$ cat config.mk
export PLATFORM = sky130hd
export DESIGN_NAME = controller_poller
export DESIGN_NICKNAME = d
export VERILOG_FILES = /design/src/rtl/controller_poller.sv
export SDC_FILE = /design/constraint.sdc
export NUM_CORES = 1
export LEC_CHECK = 0
export CELL_PAD_IN_SITES_DETAIL_PLACEMENT = 1
export CELL_PAD_IN_SITES_GLOBAL_PLACEMENT = 1
export CORE_UTILIZATION = 45
export DETAILED_ROUTE_END_ITERATION = 8
export PLACE_DENSITY_LB_ADDON = 0.12
export SLEW_MARGIN = 10
export SYNTH_ARGS = -nofsm -noshare
export SYNTH_HDL_FRONTEND = slang
export SYNTH_SLANG_ARGS = --single-unit
$ cat constraint.sdc
create_clock -name clk -period 2.85 [get_ports clk]
set_input_delay 0.57 -clock clk [delete_from_list [all_inputs] [get_ports clk]]
set_output_delay 0.57 -clock clk [all_outputs]
set_load 0.01 [all_outputs]
$ cat src/rtl/controller_poller.sv
// Serial game-controller poller: issues a latch strobe and 16 shift clocks once per
// poll period, captures the inverted serial data and tracks sticky press edges.
module controller_poller #(
    parameter int CLK_DIV     = 150,
    parameter int POLL_PERIOD = 416667
) (
    input  logic        clk,
    input  logic        rst_n,
    output logic        ctrl_latch,
    output logic        ctrl_clk,
    input  logic        ctrl_data,
    output logic [15:0] buttons,
    output logic        buttons_valid,
    output logic [15:0] pressed_edge,
    input  logic        read_ack,
    output logic [2:0]  dbg_state
);

    localparam int PH_W   = $clog2(2 * CLK_DIV);
    localparam int POLL_W = $clog2(POLL_PERIOD);

    localparam logic [PH_W-1:0]   PH_ONE     = PH_W'(1);
    localparam logic [PH_W-1:0]   LATCH_END  = PH_W'(2 * CLK_DIV - 1);
    localparam logic [PH_W-1:0]   HALF_END   = PH_W'(CLK_DIV - 1);
    localparam logic [POLL_W-1:0] POLL_ONE   = POLL_W'(1);
    localparam logic [POLL_W-1:0] POLL_LAST  = POLL_W'(POLL_PERIOD - 1);

    typedef enum logic [2:0] {
        IDLE       = 3'd0,
        LATCH      = 3'd1,
        SHIFT_HIGH = 3'd2,
        SHIFT_LOW  = 3'd3,
        DONE       = 3'd4
    } state_t;

    state_t              state_q, state_d;
    logic [PH_W-1:0]     ph_q, ph_d;
    logic [3:0]          idx_q, idx_d;
    logic [15:0]         shift_q, shift_d;
    logic [15:0]         buttons_q, buttons_d;
    logic [15:0]         pe_q, pe_d;
    logic [POLL_W-1:0]   poll_q, poll_d;
    logic [1:0]          sync_q, sync_d;
    logic                latch_q, latch_d;
    logic                sclk_q, sclk_d;
    logic                valid_q, valid_d;
    logic                tick;

    always_comb begin
        state_d   = state_q;
        ph_d      = ph_q + PH_ONE;
        idx_d     = idx_q;
        shift_d   = shift_q;
        buttons_d = buttons_q;
        pe_d      = read_ack ? 16'h0000 : pe_q;
        sync_d    = {sync_q[0], ctrl_data};
        tick      = (poll_q == '0);
        poll_d    = (poll_q == POLL_LAST) ? '0 : poll_q + POLL_ONE;

        case (state_q)
            IDLE: begin
                ph_d = '0;
                if (tick) state_d = LATCH;
            end
            LATCH: begin
                if (ph_q == LATCH_END) begin
                    state_d = SHIFT_HIGH;
                    ph_d    = '0;
                    idx_d   = 4'd0;
                end
            end
            SHIFT_HIGH: begin
                if (ph_q == HALF_END) begin
                    shift_d[idx_q] = ~sync_q[1];
                    state_d        = SHIFT_LOW;
                    ph_d           = '0;
                end
            end
            SHIFT_LOW: begin
                if (ph_q == HALF_END) begin
                    ph_d  = '0;
                    idx_d = idx_q + 4'd1;
                    if (idx_q == 4'd15) begin
                        // Frame commits on the edge entering DONE; a coincident
                        // read_ack clears old flags but new edges are kept.
                        state_d   = DONE;
                        buttons_d = shift_q;
                        pe_d      = pe_d | (shift_q & ~buttons_q);
                    end else begin
                        state_d = SHIFT_HIGH;
                    end
                end
            end
            DONE: begin
                state_d = IDLE;
                ph_d    = '0;
            end
            default: state_d = IDLE;
        endcase

        latch_d = (state_d == LATCH);
        sclk_d  = (state_d != SHIFT_LOW);
        valid_d = (state_d == DONE);
    end

    always_ff @(posedge clk or negedge rst_n) begin
        if (!rst_n) begin
            state_q   <= IDLE;
            ph_q      <= '0;
            idx_q     <= 4'd0;
            shift_q   <= 16'h0000;
            buttons_q <= 16'h0000;
            pe_q      <= 16'h0000;
            poll_q    <= '0;
            sync_q    <= 2'b11;
            latch_q   <= 1'b0;
            sclk_q    <= 1'b1;
            valid_q   <= 1'b0;
        end else begin
            state_q   <= state_d;
            ph_q      <= ph_d;
            idx_q     <= idx_d;
            shift_q   <= shift_d;
            buttons_q <= buttons_d;
            pe_q      <= pe_d;
            poll_q    <= poll_d;
            sync_q    <= sync_d;
            latch_q   <= latch_d;
            sclk_q    <= sclk_d;
            valid_q   <= valid_d;
        end
    end

    assign ctrl_latch    = latch_q;
    assign ctrl_clk      = sclk_q;
    assign buttons       = buttons_q;
    assign buttons_valid = valid_q;
    assign pressed_edge  = pe_q;
    assign dbg_state     = state_q;

endmodule

; ---- Word-level counts from Yosys, hierarchy flattened
; Index checks and enable logic that the tools add are counted.
; Widths: inputs -> output; s select.
[op_classes]
addsub = 3
multipliers = 0
div = 0
n_lt_le_gt_ge = 2
n_eq_ne = 13
n_shift = 0
n_mux = 20
bitwise_logic = 4
n_reduce_logical = 9
[op_table]
columns = op, n
row1 = $mux 16, 4
row2 = $pmux 9 s3, 1
row3 = $add 19x1->19 const B, 1
row4 = $eq 19x19->1 const B, 1
row5 = $logic_not 19->1, 1
row6 = $mux 19, 1
row7 = $mux 9, 2
row8 = $and 16x16->16, 1
row9 = $bwmux 16, 1
row10 = $not 16->16, 1
row11 = $or 16x16->16, 1
row12 = $mux 3, 5
row13 = $pmux 3 s4, 1
row14 = $add 9x1->9 const B, 1
row15 = $eq 9x8->1 const B, 1
row16 = $eq 9x9->1 const B, 1
row17 = $mux 4, 2
row18 = $pmux 4 s2, 1
row19 = $eq 3x1->1 const B, 2
row20 = $eq 3x2->1 const B, 2
row21 = $eq 3x3->1 const B, 2
row22 = $reduce_and 3->1, 2
row23 = $lt 4x5->1 const B, 1
row24 = $add 4x1->4 const B, 1
row25 = other kinds (12), 14
[totals]
ff_bits = 88
latchBits = 0
ram_bits = 0
romBits = 0
inputBits = 4
output_inout_bits = 38
wordCells = 62
memories = 0

; ---- Logic depth before layout (Yosys ltp)
; Gate-level depths: netlist of run 1.
[depth]
depth_word = 6
mapped_depth = 8

; ---- Least setup slack after synthesis of run 1
; Ideal clock, no wire load.
[synth_timing]
path_type = reg2reg
startpoint = register ph_q[3]
endpoint = register buttons_q[0] (netlist: buttons[0])
setup_ns = 0.125
arrival_time_ns = 2.254
required_time_ns = 2.725
setup_slack_ns = 0.470
path_stages_with_launch = 8
path_buffers = 3
path_cell_list = dfrtp_1 > or4b_1 > buf_2 > or3_4 > or2_1 > buf_6 > buf_6 > mux2_4
[synth_between]
elab_chain_cells = 2
[synth_rtl]
columns = item, line_no
row1 = start: declaration, 37  ; logic [PH_W-1:0] ph_q, ph_d;
row2 = start signal: assignment, 121  ; ph_q <= ph_d;
row3 = $eq 9x8->1, 80  ; if (ph_q == HALF_END) begin
row4 = $reduce_and 3->1 (no line), --
row5 = end signal: assignment, 124  ; buttons_q <= buttons_d;
row6 = end: declaration, 40  ; logic [15:0] buttons_q, buttons_d;
; No other way between the ends.
; A chain may end at the register's enable or synchronous reset.

; ---- Worst setup path after layout of run 1
[layout_timing]
startpoint = register ph_q[3]
endpoint = register buttons_q[4] (netlist: buttons[4])
; Same word-level chain as after synthesis.

==> flow_summary.yaml, run 1 <==
min_path:
  hold_path.class: "in -> async"
sta:
  skew_ns: 0.00862
  period_needed_ns: 2.41
  timing.hold.ws_ns: 0.161
  fin_crit_sh: 0.847
  setup_viol: 0
  fin_tns_setup_ns: 0
  fmax_ghz: 0.414
  rsz0062_at_grt: "no"
  worstMarginPinSlew_ns: 0.763
  finalWorstSetupSlack_ns: 0.436
  relSlewSlack: 0.487
  hold_viol_final: 0
  slew_viol_final: 0
finish:
  final_util: 0.555
  final.fill_count: 915
  multi_input_area_mm2: 0.00152
  regArea_mm2: 0.00221
  area_delta_synth_final_pct: 16.8
  insertedDiodeCount: 0
  drive_gt1_frac: 0.109
  final_nets: 413
  postLayoutCellArea_mm2: 0.00466
logic_synthesis:
  syn_avg_cell_area_um2: 11.1
  synth-xor-area-share: 0.0549
  synth.area.mux_share: 0.0719
  synth_most_common_cell: "dfrtp_1"
  synth_edf_count: 0
  synth_fa_ha_area_frac: 0.0282
  synth_top_area_frac: 0.534
  synth_area_mm2: 0.00399
  ys_top_cells_by_area: "dfrtp_1 (53%), mux2_4 (4.5%), inv_1 (4.2%)"
  yosys-top-cells-count: "dfrtp_1 (85), inv_1 (45), nor2_1 (29)"
  synth_simple_gate_area_frac: 0.139
  synth_top_area_cell: "dfrtp_1"
  synth-async-reset-ratio: 1.00
  synth_compound_area_frac: 0.0882
  synth_top_family_by_area: "simple AND/OR/NAND/NOR gates"
  synth_cells: 358
  synth-main-ff-cell: "dfrtp_1"
  ys_ff_latch: 88
  ys_warn_count: 0
  seq_area_frac_synth: 0.553
  synth_nets: 371
  yosysUniqueCellTypes: 42
placement:
  place.gp.congestion: 0.742
  port_buffers: 41
  dp_hpwl_um: 5950
  dp_slack_ns: 0.449
  place_area_mm2: 0.00450
route:
  wl_met3_um: 220
  drc: 0
  firstDrtPassIters: 4
  wl_met2_um: 4340
  vias: 2841
  via_per_inst: 5.58
  ant_nets: 0
  wl_per_cell_um: 16.8
  top_layer: "met4"
  m1WireLength_um: 3840
  wl_um: 8530
  drt_iter0_markers: 78
floorplan:
  dieArea_mm2: 0.00924
  start_util: 0.476
  ios: 42
  core_mm2: 0.00838
  die-width_um: 96.1
  die_h_um: 96.1
  rows: 33
worst_setup_path:
  path_max_fanout: 34
  end_kind: "flip-flop"
  ff2ff_setup_slack_ns: 0.44
  r2r-start: "ph_q[3]"
  worst_path_largest_cell_delay_ns: 0.57
  r2r_end: "buttons[4]"
  path_cells: "or4b_1, or3_4, or2_1, buf_4, mux2_4"
  criticalPathCategory: "reg -> reg"
  crit_arrival_ns: 2.66
  cp_top_family: "simple AND/OR/NAND/NOR gates"
  crit_slowest_cell: "or4b_1"
  startpoint: "ph_q[3]"
  startpoint_type: "flip-flop"
  crit_buf_inv: 1
  required_ns: 3.09
  worstRegToRegCells: 5
run:
  maxCapViolCount: 0
clocking:
  cts_hold_buf: 0
  ctsHtreeMaxLevel: 3
  numCtsBuffers: 9
  insertion_delay_ns: 0.36
  post_cts_buffers: 0
  root_buffer: "clkbuf_8"
  clock_path_buffers: 2
  cts_resized: 0
  clkSinkCount: 88
  clk_pin_slew_ns: 0.08
  cts_tree: "done"
grt:
  antenna_found_initial: 0
  grt_pass1_vias: 2905
  overflow: 0
  gr-usage-all-layers: 0.205
  grt_pass1_wl_um: 14300
  grt_max_degree: 53
run_status:
  status: "finished clean"
power:
  leakagePower_nw: 2.04
  vdd_ir_drop_max_mv: 0.220
  power_density_mw_per_mm2: 432
==> per-stage QoR <==
stage | cells | power (mW)
2_1_floorplan | 358 | 1.28
3_3_place_gp | 494 | 1.32
3_5_place_dp | 494 | 1.32
4_1_cts | 509 | 2.05
5_1_grt | 509 | 2.11
6_report | 509 | 2.01
==> state kept, by name, summed over array words and instances (netlist names), 2 cells and up <==
name and flops:
idx_q 4, shift_q 16, sync_q 2, ph_q 9, buttons 16, dbg_state 3
poll_q 19, pressed_edge 16
==> placed cells by master (no fill, tap or decap), types with 7 or more instances in the layout <==
master and count:
dfrtp_1 85, inv_1 45, clkdlybuf4s50_1 40, nor2_1 29, a31oi_1 19, xnor2_1 17
o32ai_1 16, nand3_1 14, nand4_1 14, mux2_4 12, nand2_1 11, nor4_1 10
ha_1 9, clkbuf_8 9, nor3_1 8, xor2_1 8, buf_4 7
==> worst max path at each step <==
stage	to	cells past startpoint
final	buttons[4]	5
after floorplan	buttons[0]	7
after global placement	buttons[4]	5
after detailed placement	buttons[14]	5
after global routing	buttons[13]	5
after CTS	buttons[13]	5
==> area by class of cell <==
class | instances | area share
Inverter | 45 | 0.0363
Timing Repair Buffer | 48 | 0.102
Clock inverter | 4 | 0.00484
Sequential cell | 88 | 0.474
Tap cell | 105 | 0.0282
Clock buffer | 11 | 0.0282
Multi-Input combinational cell | 208 | 0.327
==> metal layers <==
layer | vias up | global-route usage
met4 | 0 | 0.0833
li1 | 1331 | -
met1 | 1460 | 0.260
met3 | 11 | 0.0387
met2 | 39 | 0.343
met5 | - | 0
==> power by group <==
| group | total (mW) | switching (mW) | internal [mW] | leakage [nW] |
|---|---|---|---|---|
| sequential | 1.25 | 0.00376 | 1.25 | 1.18 |
| clock | 0.724 | 0.416 | 0.308 | 0.0789 |
| combinational | 0.0355 | 0.0280 | 0.00752 | 0.777 |
| total | 2.01 | 0.448 | 1.57 | 2.04 |
==> kinds of logic (layout without fill, tap and decap cells) <==
| group | after synthesis | count (layout) |
|---|---|---|
| xor+xnor | 25 | 25 |
| compound gates | 48 | 48 |
| simple gates | 104 | 104 |
| mux | 22 | 22 |
| buf+inv | 62 | 108 |
| fa+ha+maj | 9 | 9 |
| flops | 88 | 88 |
Power figures use the tool's default switching activity.
==> run 2: changes to the inputs <==
--- a/config.mk
+++ b/config.mk
@@ -7,7 +7,7 @@
 export LEC_CHECK = 0
 export CELL_PAD_IN_SITES_DETAIL_PLACEMENT = 1
 export CELL_PAD_IN_SITES_GLOBAL_PLACEMENT = 1
-export CORE_UTILIZATION = 45
+export CORE_UTILIZATION = 40
 export DETAILED_ROUTE_END_ITERATION = 8
 export PLACE_DENSITY_LB_ADDON = 0.12
 export SLEW_MARGIN = 10
==> constraint.sdc (replaced) <==
create_clock -name clk -period 2 [get_ports clk]
set_input_delay 0.4 -clock clk [delete_from_list [all_inputs] [get_ports clk]]
set_output_delay 0.4 -clock clk [all_outputs]
set_load 0.01 [all_outputs]
==> run 2 against run 1 <==
The run now ends with setup timing left. Register-to-register slack lost 0.62 ns. Non-clock buffer count increased by 34. Sequential share of layout area shrank 6.0 points. Fmax grew 11%. Clock-buffer cell count unchanged. Critical path depth is the same. Die area increased by 12%. Critical endpoint is now buttons[3]. Largest power group unchanged.
==> flow_summary.yaml, run 2 (synthesis gave the netlist of run 1 again) <==
grt:
  grt_max_degree: 32
  antenna_found_initial: 0
  grt_pass1_wl_um: 16300
  gr-usage-all-layers: 0.209
  overflow: 0
  grt_pass1_vias: 3232
power:
  vdd_ir_drop_max_mv: 0.324
  power_mw: 3.32
  power_density_mw_per_mm2: 622
  leakagePower_nw: 2.32
clocking:
  ctsHtreeMaxLevel: 3
  numCtsBuffers: 9
  clkSinkCount: 88
  insertion_delay_ns: 0.37
  root_buffer: "clkbuf_8"
  clock_path_buffers: 2
  cts_tree: "done"
  clk_pin_slew_ns: 0.10
sta:
  relSlewSlack: 0.715
  hold_viol_final: 0
  fin_tns_setup_ns: -4.70
  skew_ns: 0.0153
  slew_viol_final: 0
  fmax_ghz: 0.459
  finalWorstSetupSlack_ns: -0.179
  worstMarginPinSlew_ns: 0.421
  rsz0062_at_grt: "yes"
  setup_viol: 33
  period_needed_ns: 2.18
  timing.hold.ws_ns: 0.352
  fin_crit_sh: 1.09
run_status:
  violations: "setup timing"
  status: "finished, violations left"
route:
  wl_met2_um: 5110
  drt_iter0_markers: 43
  top_layer: "met4"
  wl_met3_um: 207
  vias: 2974
  m1WireLength_um: 4370
  wl_per_cell_um: 17.2
  via_per_inst: 5.20
  ant_nets: 0
  firstDrtPassIters: 4
  drc: 0
  wl_um: 9830
worst_setup_path:
  startpoint_type: "flip-flop"
  criticalPathCategory: "reg -> reg"
  crit_buf_inv: 1
  end_kind: "flip-flop"
  path_max_fanout: 8
  crit_arrival_ns: 2.44
  worst_path_largest_cell_delay_ns: 0.55
  required_ns: 2.26
  path_cells: "or4b_4, or3_4, or2_4, clkbuf_16, mux2_4"
  crit_slowest_cell: "or4b_4"
  r2r-start: "ph_q[6]"
  startpoint: "ph_q[6]"
  cp_top_family: "simple AND/OR/NAND/NOR gates"
floorplan:
  dieArea_mm2: 0.0104
  start_util: 0.410
  core_mm2: 0.00973
  die-width_um: 102
  ios: 42
  die_h_um: 102
  rows: 36
finish:
  regMostFlops: "poll_q"
  final_cell_mix: "dfrtp_1 (85), inv_1 (45), clkdlybuf4s50_1 (40)"
  final_nets: 447
  final.fill_count: 1053
  instances_no_fill: 572
  drive_gt1_frac: 0.232
  final_util: 0.548
  insertedDiodeCount: 0
  layout_commonest_cell: "dfrtp_1"
  area_delta_synth_final_pct: 33.8
  largest_reg_flops: 19
  postLayoutCellArea_mm2: 0.00534
placement:
  dp.cells: 545
  dp_hpwl_um: 6270
  place.gp.congestion: 0.750
  port_buffers: 41
  dp_slack_ns: -0.132
  place_area_mm2: 0.00479
min_path:
  hold_path.class: "reg -> reg"
  hp-start: "sync_q[0]"
run:
  maxCapViolCount: 0
[run 2: cell types whose count changed in the layout (fill, tap and decap cells not counted), sizes merged, moves of 2 or more]
| cell | previous run | this run |
|---|---|---|
| buf | 8 | 39 |
| bufinv | 0 | 2 |
| clkinv | 3 | 1 |
| inv | 45 | 47 |
[run 2: what timing repair did]
| item | in CTS | in global routing |
|---|---|---|
| pin swaps | 0 | 2 |
| hold endpoints to repair | 29 | 0 |
| resized for setup | 16 | 14 |
| hold buffers | 1 | 0 |
| setup buffers | 4 | 3 |
| setup endpoints to repair | 40 | 45 |
| cloned | 4 | 1 |
[run 2: report_power, final]
group,internal [mW],total [mW],switching (mW)
clock network,0.784,1.46,0.681
logic,0.0203,0.0676,0.0473
registers,1.78,1.79,0.00551
[run 2: worst register-to-register path: stages, from the launching register on]
cell and delay (ns):
dfrtp_1 0.40, or4b_4 0.55, or3_4 0.35, or2_4 0.29, clkbuf_16 0.19, mux2_4 0.30
[run 2: per-layer routing]
metal,vias up,track usage
met5,-,0
met4,0,0.0791
met3,10,0.0280
met2,38,0.372
met1,1523,0.258
li1,1403,-
[run 2: final cells by class]
class	count	area (µm²)	share of cell area
multi-input cells	208	1740	0.326
repair buffers	82	815	0.153
well taps	133	166	0.0312
inverters	45	169	0.0317
clock buffers	11	151	0.0284
clock inverters	5	86.3	0.0162
flip-flops and latches	88	2210	0.413
[run 2: final timing paths]
check                                   to  slack (ns)  cells after the start
max                             buttons[3]       -0.18                      5
min                              sync_q[1]        0.35                      0
max reg2reg                     buttons[3]       -0.18                      5
min reg2reg                      sync_q[1]        0.35                      0
max in group asynchronous         ctrl_clk        0.90                      3
min in group asynchronous  pressed_edge[0]        0.51                      2
